### src/rtl/pong_pkg.sv
// -----------------------------------------------------------------------------
// pong_pkg
// Shared constants and types for the Pong ball datapath.
//   - Screen and object geometry (all 11-bit so sums never wrap).
//   - Ball centre coordinates used for reset and serve.
//   - Ball FSM state encoding and the left/right side type.
//   - step_axis(): one clamped BALL_V step along a single axis.
// No ports; imported by ball_motion and paddle_hit.
// -----------------------------------------------------------------------------
package pong_pkg;

  // Geometry is held 11 bits wide: the largest sum formed anywhere is a
  // 10-bit paddle y plus PADDLE_H, which still fits with no wrap.
  localparam logic [10:0] H_MAX      = 11'd640;
  localparam logic [10:0] V_MAX      = 11'd480;
  localparam logic [10:0] BALL_SIZE  = 11'd8;
  localparam logic [10:0] BALL_V     = 11'd2;
  localparam logic [10:0] PADDLE_W   = 11'd4;
  localparam logic [10:0] PADDLE_H   = 11'd72;
  localparam logic [10:0] L_PADDLE_X = 11'd32;
  localparam logic [10:0] R_PADDLE_X = 11'd600;

  // Largest legal left/top edge of the ball.
  localparam logic [10:0] X_LIMIT = H_MAX - BALL_SIZE;
  localparam logic [10:0] Y_LIMIT = V_MAX - BALL_SIZE;

  // Centre of the play field for the ball's top-left corner (316, 236).
  localparam logic [9:0] CENTRE_X = X_LIMIT[10:1];
  localparam logic [9:0] CENTRE_Y = Y_LIMIT[10:1];

  typedef enum logic [1:0] {
    ST_HOLD = 2'd0,  // parked at centre while the game FSM asserts restart
    ST_MOVE = 2'd1,  // advancing once per frame tick
    ST_DEAD = 2'd2   // ball has left the field; frozen until restart
  } state_t;

  // Used both for paddle identity and for horizontal travel direction.
  typedef enum logic {
    SIDE_LEFT  = 1'b0,
    SIDE_RIGHT = 1'b1
  } side_t;

  // One step of BALL_V along an axis, clamped to [0, lim]. The backwards
  // case tests pos < BALL_V before subtracting so the result cannot wrap.
  function automatic logic [10:0] step_axis(
    input logic [10:0] pos,
    input logic        fwd,
    input logic [10:0] lim
  );
    logic [10:0] result;
    if (fwd) begin
      result = ((pos + BALL_V) > lim) ? lim : (pos + BALL_V);
    end else begin
      result = (pos < BALL_V) ? 11'd0 : (pos - BALL_V);
    end
    return result;
  endfunction

endpackage : pong_pkg

### src/rtl/ball_motion_paddle_hit.sv
// -----------------------------------------------------------------------------
// paddle_hit
// Purely combinational contact test between the ball's next position and one
// paddle. The horizontal window depends on which side the paddle guards:
// the right paddle is met by the ball's right edge, the left paddle by its
// left edge. Travel direction is not checked here; the caller gates the
// result with it.
// Ports:
//   i_nx, i_ny : next ball left/top edge
//   i_px, i_py : paddle left/top edge
//   i_side     : which paddle this instance models
//   o_hit      : ball overlaps the paddle on both axes
// -----------------------------------------------------------------------------
module paddle_hit
  import pong_pkg::*;
(
  input  logic [10:0] i_nx,
  input  logic [10:0] i_ny,
  input  logic [10:0] i_px,
  input  logic [10:0] i_py,
  input  side_t       i_side,
  output logic        o_hit
);

  logic w_ovl;
  logic w_x_right;
  logic w_x_left;

  // Strict '>' / '<' : a ball merely touching the paddle's top or bottom
  // edge does not count as a hit.
  assign w_ovl = ((i_ny + BALL_SIZE) > i_py) && (i_ny < (i_py + PADDLE_H));

  // Right paddle: ball's right edge has reached the paddle face and the
  // ball has not yet passed the paddle's far edge.
  assign w_x_right = ((i_nx + BALL_SIZE) >= i_px) && (i_nx <= (i_px + PADDLE_W));

  // Left paddle: mirror image, measured from the ball's left edge.
  assign w_x_left = (i_nx <= (i_px + PADDLE_W)) && ((i_nx + BALL_SIZE) > i_px);

  assign o_hit = w_ovl && ((i_side == SIDE_RIGHT) ? w_x_right : w_x_left);

endmodule : paddle_hit

### src/rtl/ball_motion.sv
// -----------------------------------------------------------------------------
// ball_motion
// Owns the Pong ball: position, direction and the HOLD/MOVE/DEAD sequencing.
// On each endofframe tick in MOVE the ball steps BALL_V on both axes,
// bounces off the top/bottom walls and both paddles, and reports paddle
// hits and misses as one-cycle pulses for the game-control FSM. The FSM's
// restart level parks the ball at centre from any state.
// Ports:
//   clk        : system clock
//   reset      : asynchronous, active-high reset
//   endofframe : one-cycle pulse per video frame (motion tick)
//   restart    : level from game FSM; 1 = hold ball at centre
//   left_y     : top y of left paddle
//   right_y    : top y of right paddle
//   ball_x     : ball left edge x (registered)
//   ball_y     : ball top edge y (registered)
//   collided   : bit0 left paddle hit, bit1 right paddle hit (pulse)
//   missed     : bit0 exited left, bit1 exited right (pulse)
// -----------------------------------------------------------------------------
module ball_motion
  import pong_pkg::*;
(
  input  logic       clk,
  input  logic       reset,
  input  logic       endofframe,
  input  logic       restart,
  input  logic [9:0] left_y,
  input  logic [9:0] right_y,
  output logic [9:0] ball_x,
  output logic [9:0] ball_y,
  output logic [1:0] collided,
  output logic [1:0] missed
);

  // ---------------------------------------------------------------------------
  // State registers
  // ---------------------------------------------------------------------------
  state_t     r_state;
  logic [9:0] r_x;
  logic [9:0] r_y;
  side_t      r_dir_x;      // horizontal travel direction
  logic       r_dir_down;   // 1 = moving toward larger y
  side_t      r_miss_side;  // side that last missed; sets the next serve
  logic [1:0] r_collided;
  logic [1:0] r_missed;

  // Next-state values
  state_t     w_next_state;
  logic [9:0] w_next_x;
  logic [9:0] w_next_y;
  side_t      w_next_dir_x;
  logic       w_next_dir_down;
  side_t      w_next_miss_side;
  logic [1:0] w_next_collided;
  logic [1:0] w_next_missed;

  // ---------------------------------------------------------------------------
  // Candidate position for this tick, always derived from the current
  // registers so every event below sees the same nx/ny.
  // ---------------------------------------------------------------------------
  logic [10:0] w_nx;
  logic [10:0] w_ny;

  assign w_nx = step_axis({1'b0, r_x}, (r_dir_x == SIDE_RIGHT), X_LIMIT);
  assign w_ny = step_axis({1'b0, r_y}, r_dir_down, Y_LIMIT);

  // ---------------------------------------------------------------------------
  // Paddle contact tests
  // ---------------------------------------------------------------------------
  logic w_hit_left;
  logic w_hit_right;

  paddle_hit u_hit_left (
    .i_nx   (w_nx),
    .i_ny   (w_ny),
    .i_px   (L_PADDLE_X),
    .i_py   ({1'b0, left_y}),
    .i_side (SIDE_LEFT),
    .o_hit  (w_hit_left)
  );

  paddle_hit u_hit_right (
    .i_nx   (w_nx),
    .i_ny   (w_ny),
    .i_px   (R_PADDLE_X),
    .i_py   ({1'b0, right_y}),
    .i_side (SIDE_RIGHT),
    .o_hit  (w_hit_right)
  );

  // A paddle only counts when the ball is travelling toward it; otherwise a
  // ball that just bounced could be re-detected on its way out.
  logic w_bounce_left;
  logic w_bounce_right;

  assign w_bounce_right = w_hit_right && (r_dir_x == SIDE_RIGHT);
  assign w_bounce_left  = w_hit_left  && (r_dir_x == SIDE_LEFT);

  // ---------------------------------------------------------------------------
  // Next-state and next-output logic
  // ---------------------------------------------------------------------------
  always_comb begin
    // NOTE: every signal gets a default before any branch; a path that left
    // one unassigned would make synthesis infer a latch to remember it.
    w_next_state     = r_state;
    w_next_x         = r_x;
    w_next_y         = r_y;
    w_next_dir_x     = r_dir_x;
    w_next_dir_down  = r_dir_down;
    w_next_miss_side = r_miss_side;
    w_next_collided  = 2'b00;   // pulses fall back to zero every cycle
    w_next_missed    = 2'b00;

    if (restart) begin
      // restart wins over everything, including a coincident tick.
      w_next_state    = ST_HOLD;
      w_next_x        = CENTRE_X;
      w_next_y        = CENTRE_Y;
      w_next_dir_down = 1'b1;
      // Serve toward the player who just lost the point.
      if (r_state == ST_DEAD) begin
        w_next_dir_x = r_miss_side;
      end
    end else begin
      case (r_state)
        ST_HOLD: begin
          w_next_x     = CENTRE_X;
          w_next_y     = CENTRE_Y;
          w_next_state = ST_MOVE;
        end

        ST_MOVE: begin
          if (endofframe) begin
            w_next_x = w_nx[9:0];
            w_next_y = w_ny[9:0];

            // Walls act on y only and may coincide with a paddle event.
            if (w_ny == 11'd0) begin
              w_next_dir_down = 1'b1;
            end else if (w_ny == Y_LIMIT) begin
              w_next_dir_down = 1'b0;
            end

            // Paddle hits take priority over a miss on the same tick.
            if (w_bounce_right) begin
              w_next_dir_x    = SIDE_LEFT;
              w_next_collided = 2'b10;
            end else if (w_bounce_left) begin
              w_next_dir_x    = SIDE_RIGHT;
              w_next_collided = 2'b01;
            end else if (w_nx == 11'd0) begin
              w_next_missed    = 2'b01;
              w_next_miss_side = SIDE_LEFT;
              w_next_state     = ST_DEAD;
            end else if (w_nx == X_LIMIT) begin
              w_next_missed    = 2'b10;
              w_next_miss_side = SIDE_RIGHT;
              w_next_state     = ST_DEAD;
            end
          end
        end

        ST_DEAD: begin
          // Frozen at the exit position; only restart leaves this state.
        end

        default: begin
          // Unused encoding: recover by parking the ball.
          w_next_state = ST_HOLD;
          w_next_x     = CENTRE_X;
          w_next_y     = CENTRE_Y;
        end
      endcase
    end
  end

  // ---------------------------------------------------------------------------
  // Registers
  // ---------------------------------------------------------------------------
  always_ff @(posedge clk or posedge reset) begin
    if (reset) begin
      r_state     <= ST_HOLD;
      r_x         <= CENTRE_X;
      r_y         <= CENTRE_Y;
      r_dir_x     <= SIDE_RIGHT;
      r_dir_down  <= 1'b1;
      r_miss_side <= SIDE_RIGHT;
      r_collided  <= 2'b00;
      r_missed    <= 2'b00;
    end else begin
      // NOTE: non-blocking assignments so every register samples values
      // from before this edge, regardless of statement order.
      r_state     <= w_next_state;
      r_x         <= w_next_x;
      r_y         <= w_next_y;
      r_dir_x     <= w_next_dir_x;
      r_dir_down  <= w_next_dir_down;
      r_miss_side <= w_next_miss_side;
      r_collided  <= w_next_collided;
      r_missed    <= w_next_missed;
    end
  end

  // ---------------------------------------------------------------------------
  // Outputs come straight from registers
  // ---------------------------------------------------------------------------
  assign ball_x   = r_x;
  assign ball_y   = r_y;
  assign collided = r_collided;
  assign missed   = r_missed;

endmodule : ball_motion

### config.mk
export PLATFORM = sky130hd
export DESIGN_NAME = ball_motion
export DESIGN_NICKNAME = d
export VERILOG_FILES = /design/src/rtl/pong_pkg.sv /design/src/rtl/ball_motion_paddle_hit.sv /design/src/rtl/ball_motion.sv
export SDC_FILE = /design/constraint.sdc
export NUM_CORES = 1
export LEC_CHECK = 0
export ABC_CLOCK_PERIOD_IN_PS = 15900
export CAP_MARGIN = 40
export CORE_AREA = 4 4 105 146
export CTS_BUF_LIST = sky130_fd_sc_hd__clkbuf_16
export DETAILED_ROUTE_END_ITERATION = 16
export DIE_AREA = 0 0 109 150
export PLACE_DENSITY = 0.55
export REMOVE_ABC_BUFFERS = 1
export SLEW_MARGIN = 25
export SYNTH_ARGS = -nofsm -noshare
export SYNTH_HDL_FRONTEND = slang
export SYNTH_HIERARCHICAL = 1
export SYNTH_SLANG_ARGS = --single-unit
### constraint.sdc
create_clock -name clk -period 15.9 [get_ports clk]
set_input_delay 3.975 -clock clk [delete_from_list [all_inputs] [get_ports clk]]
set_output_delay 3.975 -clock clk [all_outputs]
set_load 0.005 [all_outputs]
==> run_results.csv, run 1 <==
group,metric,value,unit
pwr,power_frac_seq,26.9,%
worst_hold_path,min_path_type,"reg2reg",
setup_path,crit_fanout,3,
global_routing,grt_usage,20.4,%
setup_path,path_cells,"clkdlybuf4s50_1 > inv_1 > nor3_4 > o21ai_1 > or3_1 > xnor2_1 > ha_1 > and4_1 > a21oi_1 > nor4b_2 > o31ai_1 > nor4b_2 > a311oi_1 > o211ai_1 > a21oi_1 > a41o_1 > o31a_1",
global_routing,grt_max_degree,30,
timing,finalMaxSlewViolations,0,
setup_path,crit_end,"r_miss_side",
route,via_count,5398,
setup_path,r2r_end,"r_miss_side",
route,vias_per_cell,5.50,
logic_synthesis,synth-warning-count,6,
floorplanning,core_area,14000,sq um
timing,hold_slack,581,ps
finish,num_antenna_cells,0,
setup_path,r2r_start,"ball_x[1]",
logic_synthesis,async_flop_share,100,%
setup_path,worstSetupPathDepth,17,
global_routing,grt_first_pass_wirelength,27000,um
finish,finalNonFillerCells,981,
timing,fin_setup_tns,0,ps
pwr,p_clk_share,41.6,%
job,drv_cap,0,
global_routing,grt-ovfl-total,0,
floorplanning,die_area,16400,sq um
setup_path,worstSetupPathType,"in2reg",
floorplanning,die_h,150,um
setup_path,max_stage_delay,510,ps
logic_synthesis,syn_area,5490,sq um
setup_path,critPathLaunch,"left_y[3]",
setup_path,slowest_stage,"clkdlybuf4s50_1",
clocking,cts_root_buffer,"clkbuf_16",
finish,final_layout_size_suffix_gt1_share,8.17,%
clocking,clockBufferDepth,2,
setup_path,cp_top_family,"simple AND/OR/NAND/NOR gates",
timing,relSlewSlack,55.1,%
pwr,internal_power,0.205,mW
place,dpl.hpwl,12600,um
timing,skew,3.77,ps
clocking,clock_latency,270,ps
finish,seqCellArea,742,sq um
setup_path,cp_num_buf_inv,2,
finish,area_delta_synth_final,17.7,%
logic_synthesis,avgSynthCellArea,7.76,sq um
setup_path,r2r_slack,9980,ps
route,drc_errors,0,
timing,worst_pin_slew,672,ps
finish,nets,909,
clocking,cts_tree,"yes",
place,io_buffers,47,
clocking,htree_levels,2,
timing,max_freq,137,MHz
timing,fin_crit_sh,46.0,%
finish,multi_input_area,4530,sq um
setup_path,worstSetupStartpointType,"input pin",
logic_synthesis,synthFlopType,"dfrtp_1",
pwr,power.net_switching,0.0890,mW
pwr,peakVddDrop,0.0356,mV
route,drt_iter0_drc,160,
finish,mostFrequentLayoutCell,"ha_1",
clocking,clkTransAtPathRegs,50,ps
route,dr.pass1.iters,5,
route,wirelength,15800,um
clocking,clock-sinks,29,
floorplanning,io_pins,48,
run_status,status,"finished clean",
clocking,cts-resized-gates,0,
logic_synthesis,synth.distinct_cells,88,
global_routing,grt_pass1_vias,5543,
global_routing,antenna_found_initial,0,
logic_synthesis,ys_ff_latch,29,
route,ant_nets,0,
pwr,leakagePower,2.78,nW
logic_synthesis,synth_edf_count,0,
pwr,pwr-share-comb,31.5,%
clocking,cts_made_buffers,5,
place,numPlacedInstances,973,
route,wl_per_cell,16.1,um
clocking,postCtsSetupRepairBufs,0,
pwr,netSwitchingFraction,30.2,%
setup_path,worst_ep_arrival_time,7520,ps
setup_path,end_kind,"flip-flop",
finish,fin_util,46.2,%
clocking,ctsHoldBuffers,0,
pwr,p_per_area,45.5,nW/um^2
timing,period_needed,7320,ps
floorplanning,fp.dieW,109,um
setup_path,reg2reg_depth,22,
logic_synthesis,synth_cells,708,
setup_path,required,16100,ps
timing,final-hold-violation-count,0,
place,place.gp.congestion,0.874,
floorplanning,initial_core_util,39.3,%
timing,setup_viol,0,
logic_synthesis,seq_area_frac_synth,13.5,%
timing,rsz0062_at_grt,"false",
floorplanning,rows,51,
finish,final_cell_mix,"ha_1, inv_1, conb_1",
worst_hold_path,holdPathStages,1,
finish,n_fill_cell,1409,
==> cell usage after synthesis (4+ instances only) <==
master	number	area (sq um)
or2_2	10	62.6
o2bb2ai_1	4	35.0
o211ai_1	10	75.1
or3_1	9	56.3
a22o_1	5	43.8
a22oi_1	4	30.0
a211o_1	4	35.0
and2_1	4	25.0
a21oi_1	38	190
nand4_1	21	131
o31ai_1	5	37.5
a31oi_1	7	43.8
xnor2_1	46	403
nor2_1	39	146
dfrtp_1	16	400
a21o_1	8	60.1
a211oi_1	8	60.1
o221ai_1	6	52.6
o21ai_0	28	140
nand3_1	37	185
xor2_1	9	78.8
nand2b_1	14	87.6
nor2b_1	6	37.5
dfstp_2	13	342
nor3_1	13	65.1
nor4_1	7	43.8
or4_1	7	52.6
ha_1	90	1130
and3_1	8	50.1
nand2_1	47	176
inv_1	68	255
a21boi_0	5	37.5
clkbuf_1	16	60.1
o22a_1	4	35.0
==> routing by layer <==
layer  share of wire, %  global-route usage [%]  vias up  wire [um]
li1                   -                       -     2720          -
met1                 42                    24.6     2529       6600
met2                 53                    38.3      121       8400
met3                3.0                    1.51       28        477
met4                1.9                    5.12        0        303
met5                  0                       0        -          0
==> worst reg2reg max path, delay by kind of cell, from the launching register on <==
family	cells	cell delay, ps
compound gates	9	2120
simple gates	10	2120
fa+ha+maj	2	820
flops	1	660
xor+xnor	1	130
==> cells by family (layout without fill, tap and decap cells) <==
kind of cell / Yosys count / count (layout) / synth area share, %
other cells: 2 / 60 / 0.137
fa+ha+maj: 90 / 90 / 20.5
xor+xnor: 55 / 55 / 8.77
mux: 2 / 2 / 0.364
compound gates: 175 / 175 / 22.5
simple gates: 255 / 255 / 26.1
buf+inv: 100 / 130 / 8.13
flops: 29 / 29 / 13.5
==> sequential cells by signal, summed over array words and instances, names as in the netlist <==
name,count
ball_x,10
ball_y,10
collided,2
missed,2
r_state,2
r_dir_down,1
r_dir_x,1
r_miss_side,1
==> through the flow <==
stage / worst slack, ps / area (sq um) / power (mW)
after floorplan: 9230 / 5530 / 0.143
after global placement: 8510 / 6260 / 0.169
after detailed placement: 8310 / 6270 / 0.172
after CTS: 8580 / 6460 / 0.296
after global routing: 8300 / 6460 / 0.314
final: 8580 / 6460 / 0.294
==> cell type report <==
type / instances / area share, %
Tap cell: 185 / 3.58
Clock buffer: 5 / 1.94
Inverter: 70 / 4.07
Sequential cell: 29 / 11.5
Clock inverter: 3 / 1.01
Multi-Input combinational cell: 637 / 70.1
Timing Repair Buffer: 52 / 7.86
==> worst min-delay path by stage <==
stage,from,to,slack [ps]
4_1_cts,ball_x[0],ball_x[0],590
2_1_floorplan,ball_x[0],ball_x[0],550
3_3_place_gp,ball_x[0],ball_x[0],580
6_report,ball_x[0],ball_x[0],580
5_1_grt,ball_x[0],ball_x[0],610
3_5_place_dp,ball_x[0],ball_x[0],590
==> power groups by stage <==
stage	logic (mW)	registers, mW	clock network, mW
floorplan	0.0643	0.0790	0
global placement	0.0889	0.0801	0
detailed placement	0.0916	0.0801	0
CTS	0.0921	0.0790	0.124
global route	0.107	0.0795	0.128
finish	0.0927	0.0791	0.122
(Power assumes the default switching activity.)
==> inputs of run 2 (changes only) <==
--- a/config.mk
+++ b/config.mk
@@ -5,7 +5,7 @@
 export SDC_FILE = /design/constraint.sdc
 export NUM_CORES = 1
 export LEC_CHECK = 0
-export ABC_CLOCK_PERIOD_IN_PS = 15900
+export ABC_CLOCK_PERIOD_IN_PS = 7200
 export CAP_MARGIN = 40
 export CORE_AREA = 4 4 105 146
 export CTS_BUF_LIST = sky130_fd_sc_hd__clkbuf_16
==> constraint.sdc (replaced) <==
create_clock -name clk -period 7.2 [get_ports clk]
set_input_delay 1.8 -clock clk [delete_from_list [all_inputs] [get_ports clk]]
set_output_delay 1.8 -clock clk [all_outputs]
set_load 0.005 [all_outputs]
==> run 2 against run 1 <==
Cell area decreased by 0.60%. Via count increased by 0.37%. Critical path depth increased by 4. Clock skew decreased by 0.61 ps. Sequential cell count unchanged. Hold slack improved by 8.3 ps. Non-clock buffer count increased by 3. Sequential power increased by 120%.
==> run_results.csv, run 2 (same netlist as run 1, synthesis figures left out) <==
group,metric,value,unit
global_routing,grt_first_pass_wirelength,25800,um
global_routing,grt-ovfl-total,0,
route,drt_iter0_drc,213,
setup_path,r2r_start,"ball_x[1]",
timing,setup_viol,0,
floorplanning,io_pins,48,
place,place.gp.congestion,0.911,
timing,hold_slack,589,ps
clocking,clock_latency,270,ps
setup_path,r2r_end,"r_miss_side",
setup_path,worst_ep_arrival_time,5880,ps
setup_path,worstSetupStartpointType,"flip-flop",
route,vias_per_cell,5.51,
clocking,cts_made_buffers,5,
timing,fin_ws,1510,ps
run_status,status,"finished clean",
clocking,clockBufferDepth,2,
finish,mostFrequentLayoutCell,"ha_1",
timing,final-hold-violation-count,0,
timing,finalMaxSlewViolations,0,
global_routing,antenna_found_initial,0,
route,wl_per_cell,15.9,um
global_routing,grt_pass1_vias,5351,
timing,relSlewSlack,60.3,%
clocking,clock-sinks,29,
setup_path,worstSetupPathType,"reg2reg",
floorplanning,die_h,150,um
pwr,leakagePower,2.76,nW
floorplanning,fp.dieW,109,um
global_routing,grt_max_degree,30,
setup_path,required,7400,ps
finish,fin_util,46.0,%
global_routing,grt_usage,19.5,%
timing,rsz0062_at_grt,"false",
floorplanning,initial_core_util,39.3,%
timing,worst_pin_slew,595,ps
place,dpl.hpwl,12600,um
timing,fin_setup_tns,0,ps
timing,skew,3.16,ps
clocking,clkTransAtPathRegs,50,ps
setup_path,r2r_slack,1510,ps
timing,fin_crit_sh,79.0,%
route,dr.pass1.iters,5,
clocking,cts-resized-gates,0,
setup_path,critPathLaunch,"ball_x[1]",
finish,area_delta_synth_final,16.9,%
finish,final_layout_size_suffix_gt1_share,8.01,%
pwr,p_per_area,89.5,nW/um^2
place,dpl-instance-area,6280,sq um
clocking,htree_levels,2,
pwr,totalPowerFinal,0.575,mW
route,wirelength,15600,um
floorplanning,rows,51,
worst_hold_path,holdPathStages,2,
place,io_buffers,47,
job,drv_cap,0,
clocking,postCtsSetupRepairBufs,0,
floorplanning,die_area,16400,sq um
place,numPlacedInstances,975,
setup_path,end_kind,"flip-flop",
finish,final_area,6420,sq um
worst_hold_path,min_path_type,"reg2reg",
clocking,ctsHoldBuffers,0,
place,dp_slack,1510,ps
finish,multi_input_area,4520,sq um
setup_path,crit_fanout,18,
timing,max_freq,176,MHz
finish,num_antenna_cells,0,
floorplanning,core_area,14000,sq um
setup_path,reg2reg_depth,21,
pwr,peakVddDrop,0.0699,mV
route,via_count,5418,
route,ant_nets,0,
timing,period_needed,5690,ps
clocking,cts_root_buffer,"clkbuf_16",
clocking,cts_tree,"yes",
route,drc_errors,0,
finish,finalNonFillerCells,984,
finish,nets,912,
finish,n_fill_cell,1420,
finish,seqCellArea,742,sq um
finish,final_cell_mix,"ha_1, inv_1, conb_1",
setup_path,crit_end,"r_miss_side",
run 2: layout make-up:
class                      instances  area share, %
clock buffer                       5           1.95
clock inverter                     3          0.195
multi-input combinational        637           70.4
timing repair buffer              55           8.22
sequential                        29           11.6
tap                              185           3.60
inverter                          70           4.09
run 2: report_power, final:
part / internal [mW] / switching, mW
Clock: 0.125 / 0.0717
Combinational: 0.0895 / 0.114
Sequential: 0.166 / 0.00817
Total: 0.381 / 0.194
run 2: metal layers:
layer  global-route usage [%]  vias to the layer above  routed length (um)
met5                        0                        -                   0
met2                     34.2                      158                7780
met4                     8.21                        0                 614
met3                     1.86                       37                 663
met1                     24.1                     2495                6540
li1                         -                     2728                   -
run 2: how the worst min path moves through the flow:
stage | slack (ps) | to | startpoint
final | 590 | ball_x[2] | ball_x[2]
after global routing | 640 | ball_y[0] | ball_y[0]
after CTS | 590 | ball_x[2] | ball_x[2]
after detailed placement | 580 | ball_x[2] | ball_x[2]
after global placement | 570 | ball_x[0] | ball_x[0]
after floorplan | 550 | ball_x[0] | ball_x[0]
run 2: worst max-delay path, cell delays in order (launching register included):
cell      delay (ps)
dfrtp_1          640
ha_1             470
and3b_1          220
o221ai_1         100
a211oi_1         420
o211ai_1         310
nand2_1          400
and3_1           220
nand3_1          100
or2_2            340
xnor2_1          130
ha_1             310
nand4_1          110
nor4_1           390
nor4b_2           90
o31ai_1          110
nor4b_2          130
a311oi_1         260
o211ai_1         110
a21oi_1          240
nand3_1          190
o31a_1           320
==> inputs of run 3 (changes only) <==
--- a/config.mk
+++ b/config.mk
@@ -5,7 +5,7 @@
 export SDC_FILE = /design/constraint.sdc
 export NUM_CORES = 1
 export LEC_CHECK = 0
-export ABC_CLOCK_PERIOD_IN_PS = 7200
+export ABC_CLOCK_PERIOD_IN_PS = 5860
 export CAP_MARGIN = 40
 export CORE_AREA = 4 4 105 146
 export CTS_BUF_LIST = sky130_fd_sc_hd__clkbuf_16
==> constraint.sdc (replaced) <==
create_clock -name clk -period 5.86 [get_ports clk]
set_input_delay 1.465 -clock clk [delete_from_list [all_inputs] [get_ports clk]]
set_output_delay 1.465 -clock clk [all_outputs]
set_load 0.005 [all_outputs]
==> run 3 against run 2 <==
Setup slack got worse by 1100 ps. Sequential power increased by 22%. Cell area increased by 2.3%. Routed wire length increased by 3.2%. Sequential share of layout area decreased by 0.26 points. Critical endpoint unchanged. Cell count increased by 1.8%.
==> run_results.csv, run 3 (same netlist as run 1, synthesis figures left out) <==
group,metric,value,unit
timing,period_needed,5480,ps
clocking,cts_tree,"yes",
place,place.gp.congestion,0.896,
setup_path,worstSetupPathType,"reg2reg",
global_routing,grt_max_degree,30,
timing,fin_crit_sh,93.6,%
route,drc_errors,0,
floorplanning,rows,51,
timing,finalMaxSlewViolations,0,
finish,mostFrequentLayoutCell,"ha_1",
global_routing,grt_usage,20.1,%
pwr,peakVddDrop,0.0957,mV
finish,final_layout_size_suffix_gt1_share,10.2,%
clocking,cts_made_buffers,5,
setup_path,worst_ep_arrival_time,5690,ps
finish,n_fill_cell,1441,
global_routing,grt_pass1_vias,5368,
global_routing,grt-ovfl-total,0,
floorplanning,die_area,16400,sq um
timing,fin_ws,378,ps
route,drt_iter0_drc,260,
place,dp_slack,231,ps
setup_path,reg2reg_depth,25,
setup_path,crit_fanout,10,
clocking,cts_root_buffer,"clkbuf_16",
route,via_count,5540,
route,dr.pass1.iters,4,
clocking,clkTransAtPathRegs,50,ps
global_routing,grt_first_pass_wirelength,26500,um
pwr,internal_power,0.472,mW
timing,worst_pin_slew,742,ps
finish,fin_util,47.0,%
pwr,netSwitchingFraction,33.2,%
pwr,power.net_switching,0.234,mW
floorplanning,initial_core_util,39.3,%
place,dpl.hpwl,12900,um
setup_path,required,6070,ps
finish,nets,930,
timing,setup_viol,0,
floorplanning,io_pins,48,
finish,area_delta_synth_final,19.7,%
timing,max_freq,182,MHz
timing,rsz0062_at_grt,"false",
route,wl_per_cell,16.1,um
route,wirelength,16100,um
clocking,clock_latency,280,ps
finish,num_antenna_cells,0,
place,io_buffers,47,
timing,hold_slack,558,ps
floorplanning,die_h,150,um
timing,final-hold-violation-count,0,
run_status,status,"finished clean",
pwr,p_clk_share,33.2,%
floorplanning,fp.dieW,109,um
setup_path,end_kind,"flip-flop",
pwr,leakagePower,2.86,nW
worst_hold_path,min_path_type,"reg2reg",
clocking,clockBufferDepth,2,
pwr,power_frac_seq,30.1,%
worst_hold_path,holdPathStages,2,
clocking,htree_levels,2,
route,vias_per_cell,5.53,
route,ant_nets,0,
floorplanning,core_area,14000,sq um
timing,relSlewSlack,50.3,%
finish,final_cell_mix,"ha_1, inv_1, conb_1",
setup_path,worstSetupStartpointType,"flip-flop",
pwr,pwr-share-comb,36.7,%
global_routing,antenna_found_initial,0,
timing,fin_setup_tns,0,ps
timing,skew,9.84,ps
pwr,totalPowerFinal,0.707,mW
clocking,clock-sinks,29,
pwr,p_per_area,108,nW/um^2
job,drv_cap,0,
run 3: cell types whose count changed in the layout (fill, tap and decap cells not counted), sizes merged:
cell | previous run | this run
buf | 8 | 26
clkinv | 3 | 1
inv | 70 | 72
run 3: routing by layer:
metal / global-route usage, % / part of all wire [%] / vias to the layer above
met2: 36.9 / 52 / 127
met3: 1.68 / 3.0 / 33
met1: 24.1 / 42 / 2618
met4: 6.70 / 3.1 / 0
met5: 0 / 0 / -
li1: - / - / 2762
run 3: critical path: stages (launching register included):
cell and delay, ps:
dfrtp_1 420, buf_4 190, ha_1 300, or4b_2 690, o2bb2ai_1 150, a221oi_1 90
o2bb2ai_1 190, and2_1 230, or2_4 320, ha_1 230, nand3_1 120, nor2_1 80
xor2_1 150, ha_1 320, nand4_1 140, nor3_1 90, nor4b_2 320, o31ai_2 140
nor4b_2 280, buf_4 160, a311oi_1 50, o211ai_1 180, a21oi_1 80, buf_4 180
a41o_1 220, o31a_1 100
run 3: final timing paths:
| check | start | to | slack [ps] |
|---|---|---|---|
| max in group asynchronous | reset | ball_x[3] | 3970 |
| min in group asynchronous | reset | missed[1] | 1570 |
| setup reg to reg | ball_y[1] | r_miss_side | 380 |
| hold / removal | ball_y[2] | ball_y[2] | 560 |
| hold reg to reg | ball_y[2] | ball_y[2] | 560 |
| setup / recovery | ball_y[1] | r_miss_side | 380 |
run 3: through the flow:
step | instance area [sq um] | std cells
global placement | 6400 | 991
global route | 6570 | 1002
detailed placement | 6410 | 992
CTS | 6550 | 1000
floorplan | 5530 | 736
finish | 6570 | 1002
run 3: timing repair:
item	in CTS	in global routing
setup endpoints to repair	0	5
hold buffers	0	0
setup buffers	0	2
resized for setup	0	4
endpoints found under the hold margin	0	0
run 3: cell type report:
type / instances / area (sq um) / area share (%)
tap: 185 / 231 / 3.52
inverter: 70 / 263 / 4.00
sequential: 29 / 742 / 11.3
timing repair buffer: 73 / 666 / 10.1
clock inverter: 3 / 11.3 / 0.171
clock buffer: 5 / 125 / 1.90
multi-input combinational: 637 / 4530 / 69.0
run 3: power groups by stage:
stage | clock network [mW] | registers, mW | logic (mW)
2_1_floorplan | 0 | 0.214 | 0.174
3_3_place_gp | 0 | 0.215 | 0.246
3_5_place_dp | 0 | 0.215 | 0.253
4_1_cts | 0.239 | 0.213 | 0.254
5_1_grt | 0.249 | 0.213 | 0.296
6_report | 0.234 | 0.213 | 0.259
